**src/rtl/byte_memory_ctrl_if.sv**
```systemverilog
// Request/response bundle between the MEM stage and the byte memory.
// The master issues loads/stores; the slave answers with a one-cycle pulse.
interface byte_memory_ctrl_if #(
    parameter int DATA_WIDTH    = 64,
    parameter int ADDRESS_WIDTH = 6
);
    logic                     req_valid;
    logic                     req_ready;
    logic                     req_write;
    logic [1:0]               req_size;
    logic                     req_unsigned;
    logic [ADDRESS_WIDTH-1:0] address;
    logic [DATA_WIDTH-1:0]    write_data;
    logic                     resp_valid;
    logic [DATA_WIDTH-1:0]    resp_data;
    logic                     resp_error;

    modport master (
        output req_valid, req_write, req_size, req_unsigned, address, write_data,
        input  req_ready, resp_valid, resp_data, resp_error
    );

    modport slave (
        input  req_valid, req_write, req_size, req_unsigned, address, write_data,
        output req_ready, resp_valid, resp_data, resp_error
    );
endinterface

```
**src/rtl/byte_memory_ctrl.sv**
```systemverilog
// Little-endian byte memory with B/H/W/D loads and stores, sign/zero
// extension, misalignment errors and a clear sweep after reset.
module byte_memory_ctrl #(
    parameter int DATA_WIDTH    = 64,
    parameter int ADDRESS_WIDTH = 6
) (
    input  logic              clk,
    input  logic              reset,
    byte_memory_ctrl_if.slave bus,
    output logic              init_done
);
    localparam int BYTES       = DATA_WIDTH / 8;
    localparam int DEPTH       = 2 ** ADDRESS_WIDTH;
    localparam int INIT_CYCLES = DEPTH / BYTES;
    localparam int CW          = (INIT_CYCLES > 1) ? $clog2(INIT_CYCLES) : 1;
    localparam int BO          = $clog2(BYTES);

    typedef enum logic [1:0] {INIT, IDLE, RESP} state_t;

    state_t                   state;
    logic [CW-1:0]            count;
    logic [7:0]               mem [DEPTH];
    logic [7:0]               rd_byte [8];
    logic [ADDRESS_WIDTH-1:0] clr_base;
    logic [DATA_WIDTH-1:0]    load_val;
    logic                     accept;
    logic                     misaligned;
    logic                     err;
    logic                     sign;
    int                       n;

    assign accept   = (state == IDLE) && bus.req_valid && bus.req_ready;
    assign clr_base = ADDRESS_WIDTH'({count, {BO{1'b0}}});

    always_comb begin
        n          = 32'd1 << bus.req_size;
        misaligned = (bus.address & ADDRESS_WIDTH'(n - 1)) != '0;
        err        = (n > BYTES) || misaligned;
        for (int i = 0; i < 8; i++) begin
            rd_byte[i] = mem[bus.address + ADDRESS_WIDTH'(i)];
        end
        sign = 1'b0;
        unique case (bus.req_size)
            2'd0: sign = rd_byte[0][7];
            2'd1: sign = rd_byte[1][7];
            2'd2: sign = rd_byte[3][7];
            2'd3: sign = rd_byte[7][7];
        endcase
        // bytes beyond the access length carry the extension fill
        load_val = '0;
        for (int i = 0; i < BYTES; i++) begin
            if (i < n)
                load_val[8*i +: 8] = rd_byte[i];
            else
                load_val[8*i +: 8] = {8{sign && !bus.req_unsigned}};
        end
    end

    always_ff @(posedge clk) begin
        if (reset) begin
            state          <= INIT;
            count          <= '0;
            init_done      <= 1'b0;
            bus.req_ready  <= 1'b0;
            bus.resp_valid <= 1'b0;
            bus.resp_data  <= '0;
            bus.resp_error <= 1'b0;
        end else begin
            unique case (state)
                INIT: begin
                    count <= count + 1'b1;
                    if (count == CW'(INIT_CYCLES - 1)) begin
                        state         <= IDLE;
                        init_done     <= 1'b1;
                        bus.req_ready <= 1'b1;
                    end
                end
                IDLE: begin
                    if (accept) begin
                        state          <= RESP;
                        bus.req_ready  <= 1'b0;
                        bus.resp_valid <= 1'b1;
                        bus.resp_error <= err;
                        bus.resp_data  <= (err || bus.req_write) ? '0 : load_val;
                    end
                end
                RESP: begin
                    state          <= IDLE;
                    bus.req_ready  <= 1'b1;
                    bus.resp_valid <= 1'b0;
                end
                default: state <= INIT;
            endcase
        end
    end

    // a store coinciding with reset is dropped; the sweep owns memory in INIT
    always_ff @(posedge clk) begin
        if (!reset) begin
            if (state == INIT) begin
                for (int i = 0; i < BYTES; i++)
                    mem[clr_base + ADDRESS_WIDTH'(i)] <= 8'h00;
            end else if (accept && bus.req_write && !err) begin
                for (int i = 0; i < BYTES; i++)
                    if (i < n)
                        mem[bus.address + ADDRESS_WIDTH'(i)] <= bus.write_data[8*i +: 8];
            end
        end
    end
endmodule
```
**src/flat_wrapper.sv**
```systemverilog
// flat-port wrapper written by rule: the top's interface ports become plain ports
module byte_memory_ctrl_flat 
#(
    parameter int DATA_WIDTH    = 64,
    parameter int ADDRESS_WIDTH = 6
)
  (clk, reset, init_done, bus_req_valid, bus_req_write, bus_req_size, bus_req_unsigned, bus_address, bus_write_data, bus_req_ready, bus_resp_valid, bus_resp_data, bus_resp_error);
  byte_memory_ctrl_if #(.DATA_WIDTH(DATA_WIDTH), .ADDRESS_WIDTH(ADDRESS_WIDTH)) bus_i ();
  input  logic clk;
  input  logic reset;
  output logic init_done;
  input wire logic [$bits(bus_i.req_valid)-1:0] bus_req_valid;
  input wire logic [$bits(bus_i.req_write)-1:0] bus_req_write;
  input wire logic [$bits(bus_i.req_size)-1:0] bus_req_size;
  input wire logic [$bits(bus_i.req_unsigned)-1:0] bus_req_unsigned;
  input wire logic [$bits(bus_i.address)-1:0] bus_address;
  input wire logic [$bits(bus_i.write_data)-1:0] bus_write_data;
  output wire logic [$bits(bus_i.req_ready)-1:0] bus_req_ready;
  output wire logic [$bits(bus_i.resp_valid)-1:0] bus_resp_valid;
  output wire logic [$bits(bus_i.resp_data)-1:0] bus_resp_data;
  output wire logic [$bits(bus_i.resp_error)-1:0] bus_resp_error;
  assign bus_i.req_valid = bus_req_valid;
  assign bus_i.req_write = bus_req_write;
  assign bus_i.req_size = bus_req_size;
  assign bus_i.req_unsigned = bus_req_unsigned;
  assign bus_i.address = bus_address;
  assign bus_i.write_data = bus_write_data;
  assign bus_req_ready = bus_i.req_ready;
  assign bus_resp_valid = bus_i.resp_valid;
  assign bus_resp_data = bus_i.resp_data;
  assign bus_resp_error = bus_i.resp_error;
  byte_memory_ctrl #(.DATA_WIDTH(DATA_WIDTH), .ADDRESS_WIDTH(ADDRESS_WIDTH)) u_core (.clk(clk), .reset(reset), .bus(bus_i), .init_done(init_done));
endmodule
```
**config.mk**
```make
export PLATFORM = sky130hd
export DESIGN_NAME = byte_memory_ctrl_flat
export DESIGN_NICKNAME = d
export VERILOG_FILES = /design/src/rtl/byte_memory_ctrl_if.sv /design/src/rtl/byte_memory_ctrl.sv /design/src/flat_wrapper.sv
export SDC_FILE = /design/constraint.sdc
export NUM_CORES = 2
export LEC_CHECK = 0
export ABC_AREA = 1
export CORE_ASPECT_RATIO = 1.1
export CORE_MARGIN = 2
export CORE_UTILIZATION = 25
export DETAILED_ROUTE_END_ITERATION = 12
export PLACE_DENSITY = 0.36
export SLEW_MARGIN = 10
export SYNTH_ARGS = -nofsm -noshare
export SYNTH_HDL_FRONTEND = slang
export SYNTH_SLANG_ARGS = --single-unit
export TNS_END_PERCENT = 1
```
**constraint.sdc**
```tcl
create_clock -name clk -period 7.41 [get_ports clk]
set_input_delay 1.1115 -clock clk [delete_from_list [all_inputs] [get_ports clk]]
set_output_delay 1.1115 -clock clk [all_outputs]
set_load 0.1 [all_outputs]
```
==> run_results.csv <==
group,metric,value,unit
synth,yosys.area_share.simple,45.9,%
setup_path,data_arrival_time_of_the_worst_path,7.34,ns
power,power-per-cell-area,151,mW/mm^2
clock_network,cts.hold.buffers_added,0,
clock_network,clock_path_buffers,3,
grt,global_route.overflow_total,0,
floorplan,dieWidth,486,um
cells_and_area,nets,11506,
sta,finalSetupViolations,0,
route,route.final.wire_length,586000,um
setup_path,critical_path.n_buffers_inverters,7,
synth,synth.ff_latch_count,585,
clock_network,clk_pin_slew,0.06,ns
sta,slew_at_the_pin_closest_to_its_max_slew_limit,1.45,ns
grt,grt_first_pass_wirelength,753000,um
cells_and_area,layout_commonest_cell,"sky130_fd_sc_hd__nand2_1",
synth,multiplexer_area_fraction_after_synthesis,0.688,%
setup_path,critPathSlowestCell,"sky130_fd_sc_hd__o21ai_1",
grt,grt_start_max_net_pins,140,
synth,post_synth_xor_area_fraction,0.229,%
setup_path,timing.critical_path.fanout_max,15,
cells_and_area,commonest_cells_after_routing_fill_and_taps_aside,"sky130_fd_sc_hd__nand2_1 (4,764), sky130_fd_sc_hd__nand3_1 (1,796), sky130_fd_sc_hd__o21ai_0 (1,332), sky130_fd_sc_hd__inv_1 (883), sky130_fd_sc_hd__edfxtp_1 (512)",
hold_path,hp-class,"reg -> reg",
placement,place_congestion,1.05,
grt,initial_antenna_violation_count,54,
synth,synth-seq-area-share,26.3,%
setup_path,worstPathRequired,7.91,ns
setup_path,r2r_setup_slack,2.29,ns
floorplan,std_cell_rows,194,
synth,async_set_reset_flop_share_out_of_synthesis,0,%
setup_path,r2r-start,"u_core.state[0]",
clock_network,post_cts_resized,0,
setup_path,r2r_depth,13,
synth,synth-adder-area-share,0.274,%
power,power.ir.vdd_worst,161,uV
cells_and_area,final_layout_size_suffix_gt1_share,7.05,%
clock_network,clkSinkCount,585,
synth,synth_top_family_by_area,"simple AND/OR/NAND/NOR gates",
route,antenna_left,0,
synth,synth_compound_gate_area_share,16.3,%
floorplan,die_area,0.260,mm^2
clock_network,tritoncts.num_buffers,83,
sta,skew,0.0475,ns
clock_network,tritoncts,"built",
route,drc_errors,0,
power,leakage,32.7,nW
synth,synth_edf_count,512,
clock_network,post_cts_buffers,0,
floorplan,initial_utilization,25.2,%
setup_path,criticalPathCategory,"in -> reg",
setup_path,r2r-end,"u_core.mem[53][6]",
synth,synthesis.instances,11418,
status,status,"completed",
synth,yosys_warnings,0,
placement,port-buffer-count,144,
sta,slew_headroom,3.26,%
setup_path,critPathLaunchType,"primary input",
sta,timing.setup.tns,0,ns
hold_path,worstHoldEndpoint,"u_core.bus.resp_data[41]",
synth,synth_fp_nets,11509,
sta,rsz0062_at_grt,"false",
sta,hold_viol_final,0,
synth,mean_instance_size_in_the_synthesized_netlist,5.61,um^2
cells_and_area,area_growth_syn_to_layout,15.8,%
route,routed_via_density,5.85,
synth,synthFlopType,"sky130_fd_sc_hd__edfxtp_1",
sta,timing.fmax,146,MHz
setup_path,critical_path.max_stage_delay,0.75,ns
floorplan,number_of_primary_i_o_pins,145,
synth,synthesis.area,0.0640,mm^2
hold_path,hold_path.startpoint,"u_core.bus.resp_data[41]",
sta,period_share,92.2,%
setup_path,setup.worst_path.end_class,"register",
setup_path,critical_path.cell_chain,"clkdlybuf4s50_1 -> inv_1 -> nor2_1 -> inv_1 -> ha_1 -> inv_1 -> nand2_1 -> nand2_1 -> nor2_2 -> buf_4 -> nand4_2 -> o21ai_1 -> nand2_1 -> nor2_2 -> nand2_1 -> clkinv_1 -> nand2_1 -> nand3_1 -> nand3_1 -> nand3_1 -> o21ai_0 -> buf_4",
grt,first_global_vias,75218,
placement,placed_cells_incl_taps,14662,
route,detailedRoute.firstPassIterationCount,7,
grt,global_routing_usage_summed_across_all_routing_layers,43.4,%
job,maxCapViolCount,0,
placement,hpwlAfterDp,450000,um
floorplan,core_region_area,0.254,mm^2
route,drt-initial-drc-count,14335,
hold_path,worstHoldPathCells,2,
floorplan,die_height,535,um
setup_path,critical_path.top_delay_family,"simple AND/OR/NAND/NOR gates",
synth,post_synth_num_cell_types,41,
cells_and_area,post_layout_nonfiller_instances,14832,
clock_network,clockRootBuffer,"sky130_fd_sc_hd__clkbuf_16",
route,total_number_of_vias,86831,
setup_path,timing.critical_path.mode_cell,"sky130_fd_sc_hd__nand2_1",
clock_network,skew_pair_late_insertion_delay,0.77,ns
sta,min_period,6.83,ns
sta,timing_max_transition_violations_final,0,
clock_network,ctsHtreeMaxLevel,3,
route,routedWlPerCell,39.5,um
sequential cells by signal (all words and copies together), names as in the netlist:
name / flops
u_core.bus.req_ready: 1
u_core.bus.resp_data: 64
u_core.count: 3
u_core.bus.resp_error: 1
u_core.bus.resp_valid: 1
u_core.init_done: 1
u_core.mem: 512
u_core.state: 2
kinds of logic (layout without fill, tap and decap cells):
logic type                 count (synthesis)  in the layout
adders and majority gates                 14             14
xor gates and xnor gates                  15             15
muxes                                     44             44
AOI/OAI and AO/OA                       1893           1893
DFF                                      585            585
other                                      0             19
buffers and inverters                   1737           1800
and+or+nand+nor                         7130           7130
Yosys cell counts (5+ instances only):
master | number | share of area, %
sky130_fd_sc_hd__o211ai_1 | 297 | 3.5
sky130_fd_sc_hd__o21ai_0 | 1334 | 10
sky130_fd_sc_hd__mux2i_1 | 44 | 0.69
sky130_fd_sc_hd__nand3b_1 | 10 | 0.12
sky130_fd_sc_hd__nor3_1 | 42 | 0.33
sky130_fd_sc_hd__xor2_1 | 12 | 0.16
sky130_fd_sc_hd__nor2_1 | 410 | 2.4
sky130_fd_sc_hd__buf_1 | 94 | 0.55
sky130_fd_sc_hd__inv_2 | 55 | 0.32
sky130_fd_sc_hd__nor4_1 | 5 | 0.049
sky130_fd_sc_hd__o2111ai_1 | 16 | 0.22
sky130_fd_sc_hd__clkinv_1 | 45 | 0.26
sky130_fd_sc_hd__nand4_1 | 40 | 0.39
sky130_fd_sc_hd__buf_2 | 37 | 0.29
sky130_fd_sc_hd__clkbuf_1 | 607 | 3.6
sky130_fd_sc_hd__nand3_1 | 1796 | 14
sky130_fd_sc_hd__dfxtp_1 | 73 | 2.3
sky130_fd_sc_hd__inv_1 | 897 | 5.3
sky130_fd_sc_hd__o221ai_1 | 9 | 0.12
sky130_fd_sc_hd__nand2_1 | 4778 | 28
sky130_fd_sc_hd__o21ai_1 | 47 | 0.37
sky130_fd_sc_hd__edfxtp_1 | 512 | 24
sky130_fd_sc_hd__nor2_2 | 31 | 0.30
sky130_fd_sc_hd__a211oi_1 | 39 | 0.46
sky130_fd_sc_hd__a21oi_1 | 139 | 1.1
sky130_fd_sc_hd__ha_1 | 14 | 0.27
sky130_fd_sc_hd__nor3_2 | 6 | 0.094
layout make-up:
type | instances | area (um^2)
Timing Repair Buffer | 652 | 5590
Clock buffer | 97 | 2160
Multi-Input combinational cell | 9096 | 40900
Antenna cell | 19 | 47.5
Inverter | 997 | 3770
Sequential cell | 585 | 16800
Clock inverter | 54 | 678
Tap cell | 3332 | 4170
Fill cell | 28962 | 180000
layer usage:
metal / track usage [%] / vias to the layer above / routed length, um
li1: - / 37548 / -
met1: 57.9 / 42117 / 242000
met2: 62.3 / 5931 / 237000
met3: 10.1 / 1219 / 61300
met4: 28.3 / 16 / 46100
met5: 0 / - / 111
worst max-delay path by stage:
stage	start	cells after the start	to	slack, ns
3_3_place_gp	bus_req_size[0]	22	u_core.mem[41][6]	0.32
2_1_floorplan	bus_address[0]	18	u_core.mem[59][0]	2.19
6_report	bus_req_size[0]	22	u_core.mem[63][2]	0.58
4_1_cts	bus_req_size[0]	22	u_core.mem[63][2]	1.02
3_5_place_dp	bus_req_size[0]	22	u_core.mem[63][2]	0.24
5_1_grt	bus_req_size[0]	22	u_core.mem[63][2]	0.75
stage by stage:
step	area [um^2]	hold WS [ns]	util [%]	setup slack, ns	power, mW
4_1_cts	74100	0.452	29.1	1.02	11.1
3_5_place_dp	71200	0.441	28.0	0.240	6.80
6_report	74100	0.449	29.1	0.575	11.2
2_1_floorplan	64000	0.505	-	2.19	5.25
5_1_grt	74100	0.466	29.1	0.752	11.4
3_3_place_gp	71200	0.438	28.0	0.320	6.80
worst min-delay path, cell delays in order, from the launching register on:
cell and delay, ns:
sky130_fd_sc_hd__dfxtp_1 0.31, sky130_fd_sc_hd__nand2_1 0.06, sky130_fd_sc_hd__nand2_1 0.04
report_power, final:
part	total [mW]	internal (mW)	switching [mW]
combinational	3.11	0.676	2.43
clock	4.33	2.46	1.87
sequential	3.78	3.63	0.151
No activity file was read; power rests on OpenSTA's default activity.
